===== src/rtl/pc_sequencer.sv =====
// pc_sequencer: RV32IM fetch sequencer producing PC_Next/PCWrite with boot, divide stall, imem wait and halt
module pc_sequencer #(
    parameter int PC_WIDTH    = 32,
    parameter int PC_STEP     = 4,
    parameter int BOOT_CYCLES = 2,
    parameter int DIV_CYCLES  = 32
) (
    input  logic                CPU_clk,
    input  logic                CPU_rst_n,
    input  logic [PC_WIDTH-1:0] PC,
    input  logic                Branch_Taken,
    input  logic                Jump,
    input  logic [PC_WIDTH-1:0] Target_Addr,
    input  logic                Div_Op,
    input  logic                Halt_Req,
    input  logic                Imem_Ready,
    output logic [PC_WIDTH-1:0] PC_Next,
    output logic                PCWrite,
    output logic                Div_Start,
    output logic                Div_Busy,
    output logic                Halted,
    output logic                Misaligned_Fetch
);
    localparam int BW = (BOOT_CYCLES > 0) ? $clog2(BOOT_CYCLES + 1) : 1;
    localparam int DW = $clog2(DIV_CYCLES + 1);

    typedef enum logic [1:0] {BOOT, RUN, DIV, HALT} state_t;

    state_t        state, state_n;
    logic [BW-1:0] boot_cnt, boot_cnt_n;
    logic [DW-1:0] div_cnt, div_cnt_n;
    logic          div_done, div_done_n;
    logic          mis_n;
    logic          redirect;

    assign redirect = Branch_Taken | Jump;
    assign Div_Busy = (state == DIV);
    assign Halted   = (state == HALT);

    // state and counter registers; reset aborts any boot, divide or stall in progress
    always_ff @(posedge CPU_clk or negedge CPU_rst_n) begin
        if (!CPU_rst_n) begin
            state            <= BOOT;
            boot_cnt         <= BW'(BOOT_CYCLES);
            div_cnt          <= '0;
            div_done         <= 1'b0;
            Misaligned_Fetch <= 1'b0;
        end else begin
            state            <= state_n;
            boot_cnt         <= boot_cnt_n;
            div_cnt          <= div_cnt_n;
            div_done         <= div_done_n;
            Misaligned_Fetch <= mis_n;
        end
    end

    // next-state and PC control: halt > misaligned redirect > divide launch > imem stall > advance
    always_comb begin
        state_n    = state;
        boot_cnt_n = boot_cnt;
        div_cnt_n  = div_cnt;
        div_done_n = div_done;
        mis_n      = Misaligned_Fetch;
        PCWrite    = 1'b0;
        PC_Next    = PC;
        Div_Start  = 1'b0;
        case (state)
            BOOT: begin
                if (boot_cnt != '0) begin
                    boot_cnt_n = boot_cnt - 1'b1;
                end else begin
                    PCWrite = 1'b1;
                    PC_Next = PC + PC_WIDTH'(PC_STEP);
                    state_n = RUN;
                end
            end
            RUN: begin
                if (Halt_Req) begin
                    state_n = HALT;
                end else if (redirect && Target_Addr[1:0] != 2'b00) begin
                    mis_n   = 1'b1;
                    state_n = HALT;
                end else if (Div_Op && !div_done) begin
                    Div_Start = 1'b1;
                    div_cnt_n = DW'(DIV_CYCLES - 1);
                    state_n   = DIV;
                end else if (Imem_Ready) begin
                    PCWrite    = 1'b1;
                    PC_Next    = redirect ? Target_Addr : PC + PC_WIDTH'(PC_STEP);
                    div_done_n = 1'b0;
                end
            end
            DIV: begin
                if (div_cnt == '0) begin
                    div_done_n = 1'b1;
                    state_n    = RUN;
                end else begin
                    div_cnt_n = div_cnt - 1'b1;
                end
            end
            default: state_n = HALT;
        endcase
    end
endmodule


===== config.mk =====
export PLATFORM = sky130hd
export DESIGN_NAME = pc_sequencer
export DESIGN_NICKNAME = d
export VERILOG_FILES = /design/src/rtl/pc_sequencer.sv
export SDC_FILE = /design/constraint.sdc
export NUM_CORES = 1
export LEC_CHECK = 0
export BUFFER_PORTS_ARGS = -buffer_cell sky130_fd_sc_hd__clkbuf_2
export CAP_MARGIN = 20
export CORE_UTILIZATION = 46
export DETAILED_ROUTE_END_ITERATION = 8
export GPL_TIMING_DRIVEN = 0
export PLACE_DENSITY_LB_ADDON = 0.12
export SETUP_SLACK_MARGIN = 0.5
export SYNTH_ARGS = -nofsm -noshare
export SYNTH_HDL_FRONTEND = slang
export SYNTH_SLANG_ARGS = --single-unit

===== constraint.sdc =====
create_clock -name CPU_clk -period 3 [get_ports CPU_clk]
set_input_delay 0.6 -clock CPU_clk [delete_from_list [all_inputs] [get_ports CPU_clk]]
set_output_delay 0.6 -clock CPU_clk [all_outputs]
set_load 0.02 [all_outputs]

==> results of run 1 <==
## through the flow
stage	instances	utilization (%)	cell area, sq um
after global routing	494	90.7	3730
final	494	90.7	3730
after CTS	483	84.9	3490
after detailed placement	440	64.8	2670
after global placement	440	64.8	2670
after floorplan	284	-	2070
## synthesized netlist by cell type, drive strengths merged, types with 3 or more instances
library cell / number / area [sq um]
and3: 8 / 50.1
nor3b: 4 / 41.3
o21ai: 24 / 120
nand4: 13 / 87.6
a31oi: 4 / 25.0
nand3: 20 / 100
nand2b: 6 / 37.5
dfrtp: 11 / 275
o211ai: 5 / 37.5
a21o: 3 / 22.5
a21oi: 7 / 35.0
nor2b: 5 / 31.3
xnor2: 5 / 43.8
inv: 11 / 46.3
a211oi: 3 / 22.5
ha: 4 / 50.1
nand2: 30 / 113
nor4: 11 / 68.8
xor2: 3 / 26.3
a22oi: 5 / 37.5
a32oi: 7 / 61.3
and4: 5 / 46.3
clkbuf: 4 / 15.0
nor3: 12 / 76.3
a221o: 11 / 110
buf: 10 / 71.3
nor2: 19 / 83.8
o22ai: 3 / 25.0
and2: 5 / 31.3
o311ai: 3 / 26.3
## critical path: cells and delay by family
family	cells	cell delay, ns
AND/OR/NAND/NOR	2	0.97
buffers and inverters	5	0.62
AO/OA/AOI/OAI	2	0.38
## state kept, by name, indices dropped and copies added (netlist names)
name,count
boot_cnt,2
Misaligned_Fetch,1
div_done,1
div_cnt,6
state,2
## where the power goes
part,switching (mW),internal [mW]
sequential,0,0.162
clock,0.0704,0.0942
combinational,0.156,0.135
total,0.226,0.392
## timing repair
item | in CTS | in global routing
pin swaps | 29 | 20
endpoints found under the setup margin | 33 | 33
hold buffers | 0 | 0
gates resized for setup | 113 | 67
setup buffers | 37 | 10
cloned | 2 | 1
## how the worst max path moves through the flow
stage	end	slack [ns]	cells past startpoint
floorplan	PC_Next[11]	0.42	5
global placement	PC_Next[30]	0.07	8
detailed placement	PC_Next[30]	0.06	8
CTS	PC_Next[19]	0.28	9
global route	PC_Next[21]	-0.39	9
finish	PC_Next[21]	-0.16	9
## layer usage
layer	track usage [%]	up-vias	wire, microns
li1	-	1449	-
met1	50.8	1635	4150
met2	65.0	520	5290
met3	21.3	196	2300
met4	25.8	0	1250
met5	3.75	-	0
## cell families (layout without fill, tap and decap cells)
group | after synthesis | count (layout)
compound gates | 87 | 87
flops | 12 | 12
buf+inv | 25 | 185
mux | 2 | 2
fa+ha+maj | 4 | 4
xor+xnor | 8 | 8
simple gates | 146 | 146
## final cells by class
class | count | share of cell area [%]
Clock buffer | 4 | 1.21
Sequential cell | 12 | 8.11
Multi-Input combinational cell | 247 | 51.8
Timing Repair Buffer | 156 | 32.2
Inverter | 11 | 1.31
Tap cell | 50 | 1.68
Buffer | 14 | 3.72
==> reports/results.txt, run 1 <==
slew margin rel. = 41.9%
Post-synth EDFFs = 0
Vias/cell = 7.69
fin crit share = 105%
count of state elements after synthesis = 12
number of distinct library cells after synthesis = 62
CP startpoint = Jump
initial antenna violation count = 0
Fmax achieved = 317 MHz
die width = 68.5 microns
DIE HEIGHT = 68.5 microns
worst slew pin tran = 0.860 ns
Tot Pwr = 0.618 mW
LEAKAGE = 1.65 nW
CP endpoint kind = output port
first-pass GRT wire length = 15.0 mm
clock root buffer master = clkbuf_8
sequential share of the synthesized area = 14.8%
slowest stage delay, CP = 0.78 ns
Crit Path Max Fanout = 4
GRT Overall Usage = 44.0%
Post-DP HPWL = 5.60 mm
Num CTS Buffers = 3
MaxCap Viol Count = 0
Max VDD drop = 198 uV
area occupied by multi-input gates = 1930 sq um
GRT overflow = 0
critical path's most frequent cell = buf_6
slowest stage cell, crit path = nor4b_1
post-synthesis xor/xnor area fraction = 3.45%
DR vias = 3800
Mapped Cells = 284
wire length per cell = 26.3 microns
initial drt markers = 810
Slew Viols, Final = 0
critical-path cell list = clkbuf_16 -> o22ai_4 -> buf_6 -> buf_6 -> buf_6 -> nand3_1 -> nor4b_1 -> a211o_1 -> clkbuf_8
gp weighted congestion = 0.947
Startpoint Class = input port
starting density of the core = 49.4%
Layout fillers = 154
yosys warns = 0
clock sinks = 12
final hold viol count = 0
Finish-stage setup viols = 2
Worst Skew = 0.00608 ns
R2R Setup Slk = 1.06 ns
CTS Buffer Depth = 2
status = finished, violations left
H-tree level count = 1
setup tns final = -0.167 ns
CTS tree = done
Hold WS = 0.235 ns
Worst Path Arrival = 2.56 ns
worst hold-check path type = input port to asynchronous set/reset pin
largest net degree at the start of global routing = 13
Clock Latency Late Sink = 0.25 ns
required time worst endpoint = 2.40 ns
most frequent cells in the layout = clkbuf_2 (65), buf_4 (52), nand2_1 (28), buf_6 (18), clkbuf_8 (18)
P&R area growth vs syn = 83.7%
Nets = 520
most common cell after layout, fill and taps aside = clkbuf_2
power density over cell area = 166 nW/um^2
critical path type = input port to output port
pre-CTS setup slack = 0.0640 ns
register area = 303 sq um
Setup WS post-layout = -0.158 ns
RR Startpoint = state[0]
largest family of logic cells by synthesized area = simple AND/OR/NAND/NOR gates
core area = 4120 sq um
reg2reg end = div_cnt[3]
die footprint = 4690 sq um
Final Critical Period = 3.16 ns
DRC = 0
ys flop type = dfrtp_1
simple-gate share of the synthesized area = 40.9%
R2R cell count = 6
antenna-violating nets left = 0
asr flop ratio synth = 100%
area of the mapped netlist = 2030 sq um
PortBufs = 106
Cell Rows = 23
# IOs = 108
failing checks = negative setup slack
Reg clk slew, reported paths = 0.06 ns
unrepaired setup endpoints after global routing = true
Compound-Gate Fraction of Synth Area = 30.8%
via count of the first global-routing pass = 3070
adder-cell share of the synthesized area = 2.46%
Mean Syn Cell Area = 7.15 sq um
layout cell share with drive strength beyond 1 = 52.5%
final wirelength = 13.0 mm
First-pass DRT Iterations = 9
Antenna Cells = 0
multiplexer area fraction after synthesis = 1.05%
syn_nets = 359
No activity file was read; power rests on OpenSTA's default activity.
==> inputs of run 2 (changes only) <==
==> constraint.sdc (replaced) <==
create_clock -name CPU_clk -period 3.22 [get_ports CPU_clk]
set_input_delay 0.644 -clock CPU_clk [delete_from_list [all_inputs] [get_ports CPU_clk]]
set_output_delay 0.644 -clock CPU_clk [all_outputs]
set_load 0.02 [all_outputs]
==> reports/results.txt, run 2 <==
PortBufs = 106
top post-synthesis cells by area = dfrtp_1 (14%), nand2_1 (5.5%), a221o_1 (5.4%)
yosys warns = 0
post-synthesis xor/xnor area fraction = 3.45%
status = aborted with a tool error
number of distinct library cells after synthesis = 62
GRT overflow = 305
Mapped Cells = 284
Mean Syn Cell Area = 7.15 sq um
most common cell in the netlist = nand2_1
Post-DP HPWL = 5.69 mm
starting density of the core = 49.4%
die width = 68.5 microns
clock root buffer master = clkbuf_8
DP Area = 2630 sq um
Synth top area share = 13.5%
gp weighted congestion = 0.970
largest family of logic cells by synthesized area = simple AND/OR/NAND/NOR gates
Worst EP Category = output port
CTS Buffer Depth = 2
multiplexer area fraction after synthesis = 1.05%
simple-gate share of the synthesized area = 40.9%
adder-cell share of the synthesized area = 2.46%
worst_ep grt = PC_Next[3]
GRT Overall Usage = 95.7%
ys flop type = dfrtp_1
count of state elements after synthesis = 12
sequential share of the synthesized area = 14.8%
Num CTS Buffers = 3
DIE HEIGHT = 68.5 microns
H-tree level count = 1
cell taking the most area after synthesis = dfrtp_1
area of the mapped netlist = 2030 sq um
Post-synth EDFFs = 0
Compound-Gate Fraction of Synth Area = 30.8%
failing step = global routing
Cell Rows = 23
syn_nets = 359
# IOs = 108
asr flop ratio synth = 100%
CTS Hold Bufs = 0
Run Error = [ERROR GRT-0232] Routing congestion too high. Check the congestion heatmap in the GUI.
DP Cell Count = 440
Post-synth top cells = nand2_1 (30), nand3_1 (20), o21ai_0 (20)
largest net degree at the start of global routing = 13
clock sinks = 12
[run 2: cell counts after synthesis]
No cell type changed its count.
[run 2: what timing repair did]
action / in CTS
setup buffers: 41
resized for setup: 133
gates cloned: 3
pin swaps: 30
setup endpoints to repair: 32
[run 2: cells by family after synthesis]
family,after synthesis
and+or+nand+nor,146
AOI/OAI and AO/OA,87
xor gates and xnor gates,8
buffers and inverters,25
DFF,12
adders and majority gates,4
muxes,2
[run 2: through the flow]
step | hold WS [ns] | worst slack, ns | utilization (%)
2_1_floorplan | 0.348 | 0.304 | -
3_5_place_dp | 0.454 | 0.169 | 63.9
3_3_place_gp | 0.445 | 0.216 | 63.9
4_1_cts | 0.289 | 0.392 | 87.6
[run 2: per-layer routing]
| metal | overflow | GRT usage [%] |
|---|---|---|
| met5 | 0 | 52.5 |
| met4 | 105 | 119 |
| met3 | 5 | 71.3 |
| met2 | 188 | 120 |
| met1 | 7 | 84.6 |
==> inputs of run 3 (changes only) <==
--- a/config.mk
+++ b/config.mk
@@ -7,11 +7,10 @@
 export LEC_CHECK = 0
 export BUFFER_PORTS_ARGS = -buffer_cell sky130_fd_sc_hd__clkbuf_2
 export CAP_MARGIN = 20
-export CORE_UTILIZATION = 46
+export CORE_UTILIZATION = 35
 export DETAILED_ROUTE_END_ITERATION = 8
 export GPL_TIMING_DRIVEN = 0
-export PLACE_DENSITY_LB_ADDON = 0.12
-export SETUP_SLACK_MARGIN = 0.5
+export PLACE_DENSITY_LB_ADDON = 0.15
 export SYNTH_ARGS = -nofsm -noshare
 export SYNTH_HDL_FRONTEND = slang
 export SYNTH_SLANG_ARGS = --single-unit
==> reports/results.txt, run 3 (synthesis results as in run 1) <==
clock root buffer master = clkbuf_8
Startpoint Class = input port
Worst Skew = 0.000613 ns
Antenna Cells = 0
Slew Viols, Final = 0
Post-CTS Resized = 0
slowest stage delay, CP = 0.44 ns
slew margin rel. = 53.9%
Crit Path Max Fanout = 7
required time worst endpoint = 2.58 ns
most common cell after layout, fill and taps aside = clkbuf_2
CTS Buffer Depth = 2
LEAKAGE = 1.21 nW
Reg clk slew, reported paths = 0.05 ns
register area = 302 sq um
Hold WS = 0.275 ns
slowest stage cell, crit path = nand4_1
WP buf/inv = 2
Layout fillers = 599
DP Area = 2650 sq um
die width = 78.2 microns
setup tns final = 0 ns
Reg with most FFs = div_cnt
critical path type = input port to output port
clock share of power = 33.4%
CTS tree = done
Finish-stage setup viols = 0
antenna-violating nets left = 0
Nets = 470
DR vias = 2721
wire length per cell = 15.9 microns
sequential power share = 31.1%
First-pass DRT Iterations = 5
gr busiest metal = met2
Largest register FFs = 6
Sw Pwr = 0.155 mW
critical path's most frequent cell = clkbuf_2
worst slew pin tran = 0.690 ns
Vias/cell = 5.84
PortBufs = 106
CTS Hold Bufs = 0
GR Layer Usage met2 = 38.2%
Max VDD drop = 265 uV
Fmax achieved = 325 MHz
Clock Latency Late Sink = 0.24 ns
Power Internal = 0.331 mW
Final Critical Period = 3.08 ns
largest net degree at the start of global routing = 13
Net Sw Frac = 31.9%
via count of the first global-routing pass = 2353
final wirelength = 7.43 mm
Logic pwr share = 35.5%
Layout Utilization = 48.9%
initial drt markers = 150
GRT Overall Usage = 23.7%
largest registers = div_cnt: 6 flops, boot_cnt: 2 flops, state: 2 flops
die footprint = 6110 sq um
GRT overflow = 0
Post-DP HPWL = 5.87 mm
core area = 5540 sq um
gp weighted congestion = 0.864
H-tree level count = 1
Cell Rows = 27
power density over cell area = 179 nW/um^2
initial antenna violation count = 0
# IOs = 108
Levels on crit path = 7
DIE HEIGHT = 78.2 microns
clock sinks = 12
starting density of the core = 36.7%
worst hold-check path type = input port to asynchronous set/reset pin
Layout Cell Area excl Fill = 2710 sq um
R2R cell count = 5
P&R area growth vs syn = 33.3%
met3 usage = 2.91%
M1 GR Usage = 33.9%
area occupied by multi-input gates = 1600 sq um
final hold viol count = 0
critical-path cell list = clkbuf_2 -> nor2_2 -> nand4_1 -> nand2_1 -> a31oi_1 -> o2bb2ai_1 -> clkbuf_2
DRC = 0
fin crit share = 95.6%
unrepaired setup endpoints after global routing = false
status = complete, no violations
layout cell share with drive strength beyond 1 = 33.8%
CP endpoint kind = output port
MaxCap Viol Count = 0
most frequent cells in the layout = clkbuf_2 (106), nand2_1 (30), o21ai_0 (20), nand3_1 (20), nor2_1 (16)
CP delay by family, top = simple AND/OR/NAND/NOR gates
Num CTS Buffers = 3
first-pass GRT wire length = 11.6 mm
Worst Path Arrival = 2.43 ns
Post-CTS Setup Bufs = 0
## run 3: layout make-up
cell class / instances / share of cell area, %
Buffer: 14 / 3.19
Clock buffer: 4 / 2.03
Inverter: 11 / 1.71
Multi-Input combinational cell: 247 / 59.0
Sequential cell: 12 / 11.1
Tap cell: 72 / 3.33
Timing Repair Buffer: 106 / 19.6
## run 3: final timing paths
check / slack (ns) / to / from
worst max-delay path: 0.14 / PC_Next[15] / Jump
worst min-delay path: 0.27 / div_cnt[4] / CPU_rst_n
worst max register to register: 1.48 / div_cnt[5] / div_cnt[2]
worst min register to register: 0.46 / Misaligned_Fetch / Misaligned_Fetch
max in group asynchronous: 2.67 / boot_cnt[1] / CPU_rst_n
min in group CPU_clk: 0.46 / Misaligned_Fetch / Misaligned_Fetch
## run 3: metal layers
layer,part of all wire (%),vias to the layer above
li1,-,1352
met1,46,1220
met2,45,140
met3,8.2,9
met4,0.79,0
met5,0,-
## run 3: power by group through the flow
stage	registers [mW]	logic [mW]	clock network, mW
6_report	0.151	0.172	0.162
5_1_grt	0.151	0.186	0.176
4_1_cts	0.151	0.172	0.168
3_5_place_dp	0.154	0.171	0
3_3_place_gp	0.154	0.170	0
2_1_floorplan	0.154	0.0787	0
## run 3: worst reg2reg max path: stages (launching register included)
cell     delay [ns]
dfrtp_1        0.41
or3_1          0.42
o21ai_0        0.44
nor4_1         0.13
xnor2_1        0.17
nor2_1         0.05
## run 3: stage by stage
stage / cells / total power [mW] / setup slack (ns)
after CTS: 466 / 0.491 / 0.147
after global placement: 462 / 0.324 / 0.181
final: 466 / 0.486 / 0.141
after global routing: 466 / 0.514 / 0.0118
after floorplan: 284 / 0.232 / 0.304
after detailed placement: 462 / 0.325 / 0.165
